--- config.mk ---
export PLATFORM = sky130hd
export DESIGN_NAME = mul_share_arbiter
export DESIGN_NICKNAME = d
export VERILOG_FILES = /design/src/rtl/mul_share_arbiter.sv
export SDC_FILE = /design/constraint.sdc
export NUM_CORES = 1
export LEC_CHECK = 0
export ABC_CLOCK_PERIOD_IN_PS = 3900
export CAP_MARGIN = 5
export CORE_AREA = 2 2 92 94
export CTS_CLUSTER_SIZE = 16
export DETAILED_ROUTE_END_ITERATION = 16
export DIE_AREA = 0 0 94 96
export DONT_BUFFER_PORTS = 1
export GPL_ROUTABILITY_DRIVEN = 0
export PLACE_DENSITY = 0.5
export SETUP_SLACK_MARGIN = 0.4
export SYNTH_ARGS = -nofsm -noshare
export SYNTH_HDL_FRONTEND = slang
export SYNTH_SLANG_ARGS = --single-unit
--- constraint.sdc ---
create_clock -name clk -period 3.9 [get_ports clk]
set_input_delay 0.78 -clock clk [delete_from_list [all_inputs] [get_ports clk]]
set_output_delay 0.78 -clock clk [all_outputs]
set_load 0.02 [all_outputs]
--- src/rtl/mul_share_arbiter.sv ---
// Shares one pipelined signed multiplier among NREQ requesters and routes each product back by ID.
// Optional build macro ARB_FIXED_PRIO_EN selects fixed lowest-index priority instead of round-robin.
module mul_share_arbiter #(
    parameter int WIDTH   = 16,
    parameter int NREQ    = 4,
    parameter int MUL_LAT = 2
) (
    input  logic                  clk,
    input  logic                  rst_n,
    input  logic [NREQ-1:0]       req_valid,
    output logic [NREQ-1:0]       req_ready,
    input  logic [NREQ*WIDTH-1:0] req_a,
    input  logic [NREQ*WIDTH-1:0] req_b,
    output logic [NREQ-1:0]       rsp_valid,
    output logic [2*WIDTH-1:0]    rsp_data,
    output logic [WIDTH-1:0]      mul_a,
    output logic [WIDTH-1:0]      mul_b,
    input  logic [2*WIDTH-1:0]    mul_m,
    output logic                  busy
);

    localparam int IDW = $clog2(NREQ);

    logic [NREQ-1:0]    valid_m;
    logic [NREQ-1:0]    grant;
    logic [IDW-1:0]     grant_id;
    logic               accept;
    logic [MUL_LAT-1:0] tag_vld;
    logic [IDW-1:0]     tag_id [MUL_LAT];

    // No grant may be offered while the block is held in reset.
    assign valid_m = rst_n ? req_valid : '0;

`ifdef ARB_FIXED_PRIO_EN
    always_comb begin
        // NOTE: every variable assigned in always_comb gets a default first so no latch is inferred.
        grant = '0;
        for (int i = NREQ - 1; i >= 0; i--) begin
            if (valid_m[i]) begin
                grant    = '0;
                grant[i] = 1'b1;
            end
        end
    end
`else
    logic [IDW-1:0] rr_ptr;
    logic [IDW-1:0] rr_idx;
    logic           found;

    always_comb begin
        grant  = '0;
        found  = 1'b0;
        rr_idx = '0;
        for (int k = 0; k < NREQ; k++) begin
            rr_idx = IDW'((int'(rr_ptr) + k) % NREQ);
            if (!found && valid_m[rr_idx]) begin
                grant[rr_idx] = 1'b1;
                found         = 1'b1;
            end
        end
    end

    always_ff @(posedge clk) begin
        // NOTE: sequential state uses non-blocking assignments so all registers update from pre-edge values.
        if (!rst_n)
            rr_ptr <= '0;
        else if (accept)
            rr_ptr <= (grant_id == IDW'(NREQ - 1)) ? '0 : grant_id + 1'b1;
    end
`endif

    always_comb begin
        grant_id = '0;
        for (int i = 0; i < NREQ; i++)
            if (grant[i]) grant_id = IDW'(i);
    end

    assign accept    = |grant;
    assign req_ready = grant;

    always_ff @(posedge clk) begin
        if (!rst_n) begin
            mul_a <= '0;
            mul_b <= '0;
        end else if (accept) begin
            mul_a <= req_a[grant_id*WIDTH +: WIDTH];
            mul_b <= req_b[grant_id*WIDTH +: WIDTH];
        end
    end

    // Valid bits of the tag pipeline and the response strobe are cleared so reset discards in-flight work.
    always_ff @(posedge clk) begin
        if (!rst_n) begin
            tag_vld   <= '0;
            rsp_valid <= '0;
        end else begin
            tag_vld[0] <= accept;
            for (int i = 1; i < MUL_LAT; i++)
                tag_vld[i] <= tag_vld[i-1];
            rsp_valid <= tag_vld[MUL_LAT-1] ? (NREQ'(1) << tag_id[MUL_LAT-1]) : '0;
        end
    end

    // NOTE: the ID storage is deliberately not reset; its contents are only used when the matching valid bit is set.
    always_ff @(posedge clk) begin
        tag_id[0] <= grant_id;
        for (int i = 1; i < MUL_LAT; i++)
            tag_id[i] <= tag_id[i-1];
    end

    assign busy     = |tag_vld;
    assign rsp_data = mul_m;

endmodule

# ---- Word-level counts from Yosys, hierarchy flattened
# Memories as Yosys holds them, arrays and structs flattened.
# Index checks and enable logic that the tools add are counted.
dict set report totals {
  reg_bits 40
  mem_bits_rw 4
  out_inout_bits 73
  mem_count 1
}
dict set report classes {
  add_sub_neg 4
  magnitude_cmp 8
  eq_ne 1
  n_shift 3
  mux 28
  n_bitwise 3
  n_reduce_logical 13
}
# memory words width read_ports rd_clocked_by_memory_dff write_ports line
set mem_list {}
lappend mem_list {tag_id 2 2 2 0 2 29} ;# logic [IDW-1:0] tag_id [MUL_LAT];
# op n
set op_table {}
lappend op_table {{indexed part select 64 x 7 -> 16 bit} 2}
lappend op_table {{two-way mux 4 bit} 5}
lappend op_table {{< comparator 2 x 3 -> 1 bit, second input constant} 4}
lappend op_table {{two-way mux 1 bit} 12}
lappend op_table {{bitwise OR 4 bit} 3}
lappend op_table {{binary-select mux 1 bit (select 2 bit)} 4}
lappend op_table {{demux 1 bit (select 2 bit)} 4}
lappend op_table {{>= comparator 2 x 1 -> 1 bit, second input constant} 4}
lappend op_table {{logical AND 1 bit} 7}
lappend op_table {{two-way mux 2 bit} 3}
lappend op_table {{adder 2 x 1 -> 2 bit, second input constant} 2}
lappend op_table {{adder 2 bit, second input constant} 2}
lappend op_table {{OR reduction 4 bit} 1}
lappend op_table {{<< shifter 1 x 2 -> 4 bit, first input constant} 1}
lappend op_table {{zero test 1 bit} 3}
lappend op_table {{equality test 2 bit, second input constant} 1}
lappend op_table {{AND reduction 2 bit} 1}
lappend op_table {{OR reduction 2 bit} 1}

# ---- Depth between registers and ports, before layout
# Gate-level depths: netlist of run 1.
dict set report depth {
  word_depth 18
  depth_mapped 14
}

# ---- Least setup slack after synthesis of run 1
# No wires, ideal clock.
dict set report synth_path {
  kind {reg2out}
  startpoint {register rr_ptr[0]}
  endpoint {output port req_ready[2]}
  t_arrival_ns 2.677
  t_required_ns 3.120
  slack_ns 0.443
  stages_incl_launch_ff 11
  path_buffers 3
  path_cell_list {dfxtp_1 > buf_2 > inv_1 > ha_1 > buf_2 > or3b_1 > a2111o_1 > nand2_1 > a221oi_4 > inv_2 > clkbuf_1}
}
dict set report synth_via {
  elab_chain_len 12
}
# element line
set synth_lines {}
lappend synth_lines {{from (decl)} 46} ;# logic [IDW-1:0] rr_ptr;
lappend synth_lines {{from (signal assigned)} 68} ;# rr_ptr <= (grant_id == IDW'(NREQ - 1)) ? '0 : grant_id + 1'b1;
lappend synth_lines {{branches (longest 11 deep; another with < comparator 2 x 3 -> 1 bit)} --}
lappend synth_lines {{two-way mux 4 bit *} 56} ;# if (!found && valid_m[rr_idx]) begin
lappend synth_lines {{to (decl)} 11} ;# output logic [NREQ-1:0] req_ready,
# Mark *: on every way between the ends. The select of a mux whose other input is x is not followed.

# ---- Final worst setup path of run 1
dict set report layout_path {
  startpoint {register rr_ptr[1]}
  endpoint {output port req_ready[1]}
}
# Same word-level chain as after synthesis.

==> results of run 1 <==
==> what timing repair did <==
| item | 4_1_cts | 5_1_grt |
|---|---|---|
| pin swaps | 0 | 2 |
| setup buffers | 0 | 4 |
| setup endpoints to repair | 4 | 4 |
| resized for setup | 4 | 3 |
==> where the power goes <==
part / leakage (uW) / switching (uW) / internal (uW)
Sequential: 0.000365 / 251 / 607
Clock: 0.0000614 / 171 / 210
Combinational: 0.000590 / 635 / 434
==> registers in the layout (all words and copies together), names as in the netlist <==
name       cells
mul_a         16
tag_id         4
rr_ptr         2
rsp_valid      4
mul_b         16
tag_vld        2
==> cells in the mapped netlist <==
cell type  instances  share of area (%)
o211ai_1           1               0.27
and2_1             1               0.22
a21oi_1           65                 12
nand2_1           39                5.2
a32o_1             1               0.36
nand4_1            1               0.22
inv_1              6               0.80
and3b_1            1               0.31
mux2i_1            1               0.36
a21bo_2            1               0.36
buf_2              8                1.4
buf_4             32                8.6
inv_2              3               0.40
clkbuf_1          19                2.5
or3_1              1               0.22
a211oi_4           1               0.71
nand3_1            2               0.36
mux2_1             1               0.40
a2bb2o_1           1               0.36
o21ai_0            1               0.18
a221oi_4           1               0.94
nor2_1             5               0.67
or2_2              1               0.22
nand2b_1           4               0.89
o31a_1             1               0.31
a31oi_1            2               0.45
a2bb2oi_1          1               0.31
ha_1               8                3.6
mux4_2             3                2.4
nor3_1             3               0.53
o221ai_1          31                9.7
o21ai_1            2               0.36
nand3b_1           1               0.27
o2bb2ai_1         31                9.7
a21boi_0           1               0.27
a211oi_1           1               0.27
or3b_1             1               0.31
a41o_1             1               0.36
nor3b_1            3               0.80
a2111o_1           1               0.40
dfxtp_1           44                 31
nor2b_1            1               0.22
and3_1             3               0.67
buf_1              2               0.27
==> metal layers <==
metal	track usage, %	wire length [um]
met5	0	0
met4	5.56	170
met3	6.11	749
met2	32.0	4610
met1	21.6	3440
==> per-stage QoR <==
stage               worst slack, ps  cell area [um^2]
global route                    416              2870
detailed placement              469              2690
CTS                             411              2820
finish                          563              2870
global placement                530              2690
floorplan                       443              2810
==> worst min-delay path by stage <==
stage | start | to | slack, ps | cells after the start
after floorplan | tag_id[0][0] | tag_id[0][2] | 310 | 0
after global placement | tag_id[0][0] | tag_id[0][2] | 310 | 0
after detailed placement | tag_id[0][0] | tag_id[0][2] | 310 | 0
after CTS | tag_id[0][0] | tag_id[0][2] | 330 | 0
after global routing | tag_id[0][0] | tag_id[0][2] | 350 | 0
final | tag_id[0][0] | tag_id[0][2] | 330 | 0
==> area by class of cell <==
class,count,area [um^2],share of cell area (%)
multi-input cells,224,1560,54.5
flip-flops and latches,44,888,31.0
well taps,105,131,4.58
repair buffers,17,128,4.45
clock buffers,6,82.6,2.88
clock inverters,2,38.8,1.35
inverters,9,36.3,1.27
==> critical path, stage by stage, from the launching register on <==
cell,delay [ps]
dfxtp_4,380
inv_1,180
ha_4,250
or3b_1,360
a2111o_1,450
a21bo_2,200
and3_1,160
inv_2,270
==> cell families (layout without fill, tap and decap cells) <==
family | count (synthesis) | count (layout) | synth area share [%]
flip-flops | 44 | 44 | 31.4
buffers and inverters | 70 | 34 | 14.0
AND/OR/NAND/NOR | 67 | 67 | 11.1
adder cells (fa/ha/maj) | 8 | 8 | 3.56
AO/OA/AOI/OAI | 144 | 144 | 36.8
multiplexers | 5 | 5 | 3.16
==> metrics.txt, run 1 <==
Max IR drop VDD=~0.25 mV; kind of critical path=flip-flop to output port; Hold Crit Class=flip-flop to flip-flop; skew final=around 17 ps; CP endpoint kind=output port; Finished Layout Cells=407; reg2reg start=rr_ptr[1]; Num CTS Buffers=5; R2R depth=12; Area Overhead vs Synth=2.09%; FILL cells=845; share of layout cells above drive strength 1=approximately an eighth; total number of vias=~2500; CTS Hold Bufs=0; Hold WS=approximately 330 ps; register area share after synthesis=31.4%; num rows=33; Inst Count DP=around 400; syn nets=512; Distinct cells, synth=44; die span in x=roughly 94 um; full die area=around 9000 um^2; crit path time final=approximately 3300 ps; num ports=approximately 240; number of global-route vias before repair=approximately 2300; drt total wl=approximately 9000 um; CP max FO=12; initial core utilization=between 30% and 40%; Setup TNS=0 ps; most frequent cells in the layout=65 x a21oi_1, 42 x dfxtp_1, 39 x nand2_1; fmax=around 300 MHz; Yosys warning total=0; Lkg Pwr=around 0.0010 uW; I/O Buffers=0; worst slew pin tran=slightly below 400 ps; R2R Path End=mul_a[2]; root buffer cell=clkbuf_8; Max Buffers Root-to-Sink=2; PD cells=around 800 nW/um^2; first-pass GRT wire length=~13000 um; Setup crit start kind=flip-flop; Hold Violations, Final=0; DR pass1 iterations=4; max_slew headroom=between 70 and 80%; Worst-Skew Late Latency=300 ps; R2R setup slack=between 700 and 800 ps; mapped cell area=~2800 um^2; WP data arrival=2560 ps; final core utilization=35.6%; commonest non-fill, non-tap cell in the layout=a21oi_1; Final Cycle Share=between 80 and 90%; maxcap violations=0; die height=between 90 and 100 um; Post-Syn Instances=between 300 and 400; drt initial violations=120; critical path required time=between 3000 and 4000 ps; All-Layer GR Usage=18.4%; DRC=0; status=finished, final reports clean; initial antenna violation count=0; crit path launch=rr_ptr[1]; Final Slew Violations=0; htree depth=2; Setup-failing EPs final=0; Core Region=slightly above 8000 um^2; Ant. Diodes=0; nets@finish=between 400 and 500; CTS tree=yes; Clock Sinks=between 40 and 50; Synth Area per Inst=between 8 and 9 um^2; RSZ-0062 raised after global routing=false; largest net degree at the start of global routing=45; crit path to=req_ready[1]; CTS clk-pin slew, worst paths=about 90 ps; dpl hpwl=between 6000 and 7000 um; grt total ovfl=0; Wirelength per Cell=~22 um; Yosys reg bits=44; DRT antenna net count=0; Power Total=roughly 2300 uW; post-DR vias/cell=between 6 and 7
No activity file was read; power rests on OpenSTA's default activity.
==> run 2: changes to the inputs <==
- CELL_PAD_IN_SITES_DETAIL_PLACEMENT: not set -> 0
- CELL_PAD_IN_SITES_GLOBAL_PLACEMENT: not set -> 1
- CORE_AREA: 2 2 92 94 -> 2 2 93 95
- DIE_AREA: 0 0 94 96 -> 0 0 95 97
- PLACE_DENSITY: 0.5 -> 0.68
==> run 2 against run 1 <==
Effect of this change:
- wire length decreased by 1.1%
- maximum frequency increased by 0.22%
- final cell count decreased by 0.98%
- via count decreased by 0.40%
- combinational power about the same
- largest power group unchanged
- highest routed layer unchanged
==> metrics.txt, run 2 (synthesized netlist as in run 1, its figures left out) <==
status=finished, final reports clean; most frequent cells in the layout=65 x a21oi_1, 42 x dfxtp_1, 39 x nand2_1; Worst path depth=7; Cell Int Power=1160 uW; crit path launch=rr_ptr[0]; die span in x=between 90 and 100 um; PD cells=784 nW/um^2; clock power share=between 10% and 20%; Max IR drop VDD=roughly 0.36 mV; num rows=33; post-route cell area=between 2000 and 3000 um^2; Setup-failing EPs final=0; Max Buffers Root-to-Sink=2; worst path bufs/invs=2; Hold WS=around 330 ps; Lkg Pwr=approximately 0.00098 uW; Core Region=about 8100 um^2; R2R Path End=mul_a[1]; root buffer cell=clkbuf_8; first-pass GRT wire length=between 10000 and 15000 um; num ports=around 240; Final Cycle Share=between 80% and 90%; critical path's top delay family=compound AO/OA/AOI/OAI gates; CP endpoint kind=output port; worst slew pin tran=between 300 and 400 ps; share of layout cells above drive strength 1=between 10% and 20%; combinational power share=47.9%; Seq pwr share=39.7%; Finished Layout Cells=between 400 and 500; initial antenna violation count=0; Clock Sinks=between 40 and 50; DR pass1 iterations=4; Hold Crit Class=flip-flop to flip-flop; kind of critical path=flip-flop to output port; die height=a little under 100 um; Setup TNS=0 ps; I/O Buffers=0; worst stage delay on the critical path=slightly above 500 ps; Post-CTS Setup Inserts=0; dpl hpwl=about 6600 um; drt initial violations=between 100 and 150; fmax=between 300 and 400 MHz; post-DR vias/cell=around 6; maxcap violations=0; Final Slew Violations=0; CTS Hold Bufs=0; CP max FO=11; RSZ-0062 raised after global routing=false; Hold Violations, Final=0; CTS tree=yes; Setup crit start kind=flip-flop; Worst-Skew Late Latency=300 ps; htree depth=2; commonest non-fill, non-tap cell in the layout=a21oi_1; Wirelength per Cell=22.0 um; CP Cell Sequence=inv_1 -> ha_4 -> mux4_2 -> nor3b_1 -> a2bb2o_1 -> a211oi_4 -> inv_2; full die area=9220 um^2; total number of vias=2482; reg2reg start=rr_ptr[0]; WP data arrival=2550 ps; crit path time final=~3300 ps; drt total wl=slightly below 9000 um; critical path required time=roughly 3100 ps; number of global-route vias before repair=between 2000 and 3000; CP max stage cell=mux4_2; DRC=0; leading registers by flop count=mul_a (16), mul_b (16); final core utilization=approximately a third; cts repair resizes=5; nets@finish=~470; CTS clk-pin slew, worst paths=90 ps; crit path to=req_ready[3]; DRT antenna net count=0; All-Layer GR Usage=between 10% and 20%; Net Switching=around 1000 uW; switching part of the total=47.1%; R2R depth=11; initial core utilization=roughly a third; largest net degree at the start of global routing=45; Area Overhead vs Synth=-0.357%; Inst Count DP=between 300 and 400; Ant. Diodes=0; skew final=~12 ps; grt total ovfl=0; R2R setup slack=roughly 780 ps; post-placement cell area=2700 um^2; max_slew headroom=73.7%; Num CTS Buffers=5
[run 2: worst min path at each step]
| stage | startpoint | to | slack [ps] | cells after the start |
|---|---|---|---|---|
| global placement | tag_id[0][0] | tag_id[0][2] | 310 | 0 |
| detailed placement | tag_id[0][1] | tag_id[0][3] | 320 | 0 |
| CTS | tag_id[0][1] | tag_id[0][3] | 330 | 0 |
| finish | tag_id[0][1] | tag_id[0][3] | 330 | 0 |
| global route | tag_id[0][0] | tag_id[0][2] | 340 | 0 |
| floorplan | tag_id[0][0] | tag_id[0][2] | 310 | 0 |
[run 2: stage by stage]
| step | setup slack, ps | power (uW) |
|---|---|---|
| global placement | 512 | 1900 |
| global route | 450 | 2350 |
| detailed placement | 420 | 1920 |
| finish | 570 | 2190 |
| CTS | 469 | 2210 |
| floorplan | 443 | 1670 |
[run 2: per-layer routing]
metal | track usage, % | routed length (um) | vias up
met1 | 20.5 | 3400 | 1142
met2 | 34.5 | 4610 | 156
met4 | 5.46 | 128 | 0
met3 | 3.58 | 735 | 22
met5 | 0 | 0 | -
li1 | - | - | 1162
[run 2: worst register-to-register path, stage by stage, from the launching register on]
cell and delay (ps):
dfxtp_4 430, inv_1 130, ha_4 340, mux4_2 510, nor3b_1 170, a2bb2o_1 320
a211oi_4 210, buf_4 260, nand4_1 130, buf_4 250, o221ai_1 190, a21oi_1 60
[run 2: layout make-up]
cell class	instances	area (um^2)
clock buffers	6	72.6
flip-flops and latches	44	886
clock inverters	1	5.00
inverters	9	36.3
fillers	831	5340
multi-input cells	224	1560
well taps	105	131
repair buffers	14	105
[run 2: power groups by stage]
stage / sequential, uW / clock [uW] / combinational, uW
2_1_floorplan: 832 / 0 / 836
5_1_grt: 889 / 297 / 1160
3_3_place_gp: 885 / 0 / 1020
3_5_place_dp: 883 / 0 / 1040
6_report: 871 / 272 / 1050
4_1_cts: 875 / 288 / 1050
==> run 3: changes to the inputs <==
- ABC_CLOCK_PERIOD_IN_PS: 3900 -> 3540
- MAX_ROUTING_LAYER: not set -> met4
- clock period: 3.9 -> 3.54 ns (I/O delays scaled with it)
==> run 3 against run 2 <==
Effect of this change:
- count of clock-buffer cells in the layout up 2
- sequential cell count unchanged
- critical path depth did not move
- first-iteration DRC count decreased by 62%
- wire length increased by 0.68%
- clock skew fell by 9.4 ps
- largest power group unchanged
- highest routed layer unchanged
==> metrics.txt, run 3 (synthesized netlist as in run 1, its figures left out) <==
post-DR vias/cell=about 6; Final Slew Violations=0; num rows=33; Hold Violations, Final=0; commonest non-fill, non-tap cell in the layout=a21oi_1; CTS clk-pin slew, worst paths=approximately 80 ps; total number of vias=2528; FILL cells=831; crit path time final=just over 3000 ps; skew final=roughly 2.7 ps; CTS Hold Bufs=0; DRT antenna net count=0; initial antenna violation count=1; die height=slightly below 100 um; grt total ovfl=0; I/O Buffers=0; CP max FO=7; Hold Crit Class=flip-flop to flip-flop; initial core utilization=between 30% and 40%; All-Layer GR Usage=between 10% and 20%; Area Overhead vs Synth=3.92%; largest net degree at the start of global routing=45; PD cells=between 800 and 900 nW/um^2; max_slew headroom=between 70% and 80%; full die area=9220 um^2; RSZ-0062 raised after global routing=false; CP max stage cell=a2111o_1; worst slew pin tran=about 320 ps; fmax=about 330 MHz; Setup-failing EPs final=0; nets@finish=roughly 480; die span in x=around 95 um; drt total wl=about 8900 um; DR pass1 iterations=4; DRC=0; CTS tree=yes; Max IR drop VDD=roughly 0.25 mV; status=finished, final reports clean; Clock Sinks=44; Worst-Skew Late Latency=about 290 ps; drt initial violations=55; dpl ws=~210 ps; Hold WS=about 330 ps; Num CTS Buffers=5; Max Buffers Root-to-Sink=2; Wirelength per Cell=about 22 um; dpl hpwl=approximately 6600 um; critical path required time=2830 ps; CP Cell Sequence=clkinvlp_4 -> ha_4 -> or3b_1 -> a2111o_1 -> a21bo_2 -> and3_4 -> clkinv_8; number of global-route vias before repair=approximately 2700; worst stage delay on the critical path=480 ps; CP endpoint kind=output port; Core Region=8130 um^2; share of layout cells above drive strength 1=16.1%; num ports=between 200 and 250; kind of critical path=flip-flop to output port; maxcap violations=0; Setup TNS=0 ps; first-pass GRT wire length=13700 um; htree depth=2; most frequent cells in the layout=65 x a21oi_1, 42 x dfxtp_1, 38 x nand2_1; Setup crit start kind=flip-flop; leading registers by flop count=mul_a (16), mul_b (16); root buffer cell=clkbuf_8; Final Cycle Share=86.2%; Lkg Pwr=slightly above 0.001 uW; WP data arrival=2340 ps; slack of the critical path=about 500 ps
[run 3: area by class of cell]
class / count / area [um^2] / share of cell area [%]
inverters: 9 / 52.6 / 1.80
diodes: 1 / 2.50 / 0.0857
well taps: 105 / 131 / 4.50
multi-input cells: 224 / 1610 / 55.1
clock buffers: 8 / 90.1 / 3.09
repair buffers: 19 / 146 / 5.01
flip-flops and latches: 44 / 888 / 30.4
[run 3: stage by stage]
step,total power (uW),cell area [um^2],cells,util (%)
6_report,2500,2920,410,35.9
2_1_floorplan,1850,2830,338,-
5_1_grt,2690,2920,410,35.9
3_3_place_gp,2100,2700,396,33.2
3_5_place_dp,2120,2700,396,33.2
4_1_cts,2490,2840,407,35.0
[run 3: what timing repair did]
action                                  CTS  global route
setup buffers                             3             2
endpoints found under the setup margin   36            35
gates resized for setup                  10            14
pin swaps                                 2             4
cloned                                    0             0
[run 3: layer usage]
| metal | global-route usage, % | vias to the layer above | share of wire (%) |
|---|---|---|---|
| met5 | - | - | 0 |
| met4 | 6.80 | 0 | 2.1 |
| met3 | 4.44 | 29 | 6.6 |
| met2 | 33.8 | 113 | 52 |
| met1 | 21.4 | 1213 | 39 |
| li1 | - | 1173 | - |
[run 3: path summary, 6_finish.rpt]
check                    start            to  slack, ps  cells after the start
setup / recovery     rr_ptr[0]  req_ready[1]        490                      7
hold / removal    tag_id[0][1]  tag_id[0][3]        330                      0
setup reg to reg     rr_ptr[0]      mul_b[1]        600                     11
hold reg to reg   tag_id[0][1]  tag_id[0][3]        330                      0
[run 3: critical path, delay by kind of cell (launching register included)]
kind                     cells  cell delay, ps
AO/OA/AOI/OAI                2             700
adder cells (fa/ha/maj)      1             270
buffers and inverters        2             190
flip-flops                   1             370
AND/OR/NAND/NOR              2             520
[run 3: report_power, final]
part           internal, uW  switching [uW]
sequential              669             279
combinational           512             717
clock                   159             166
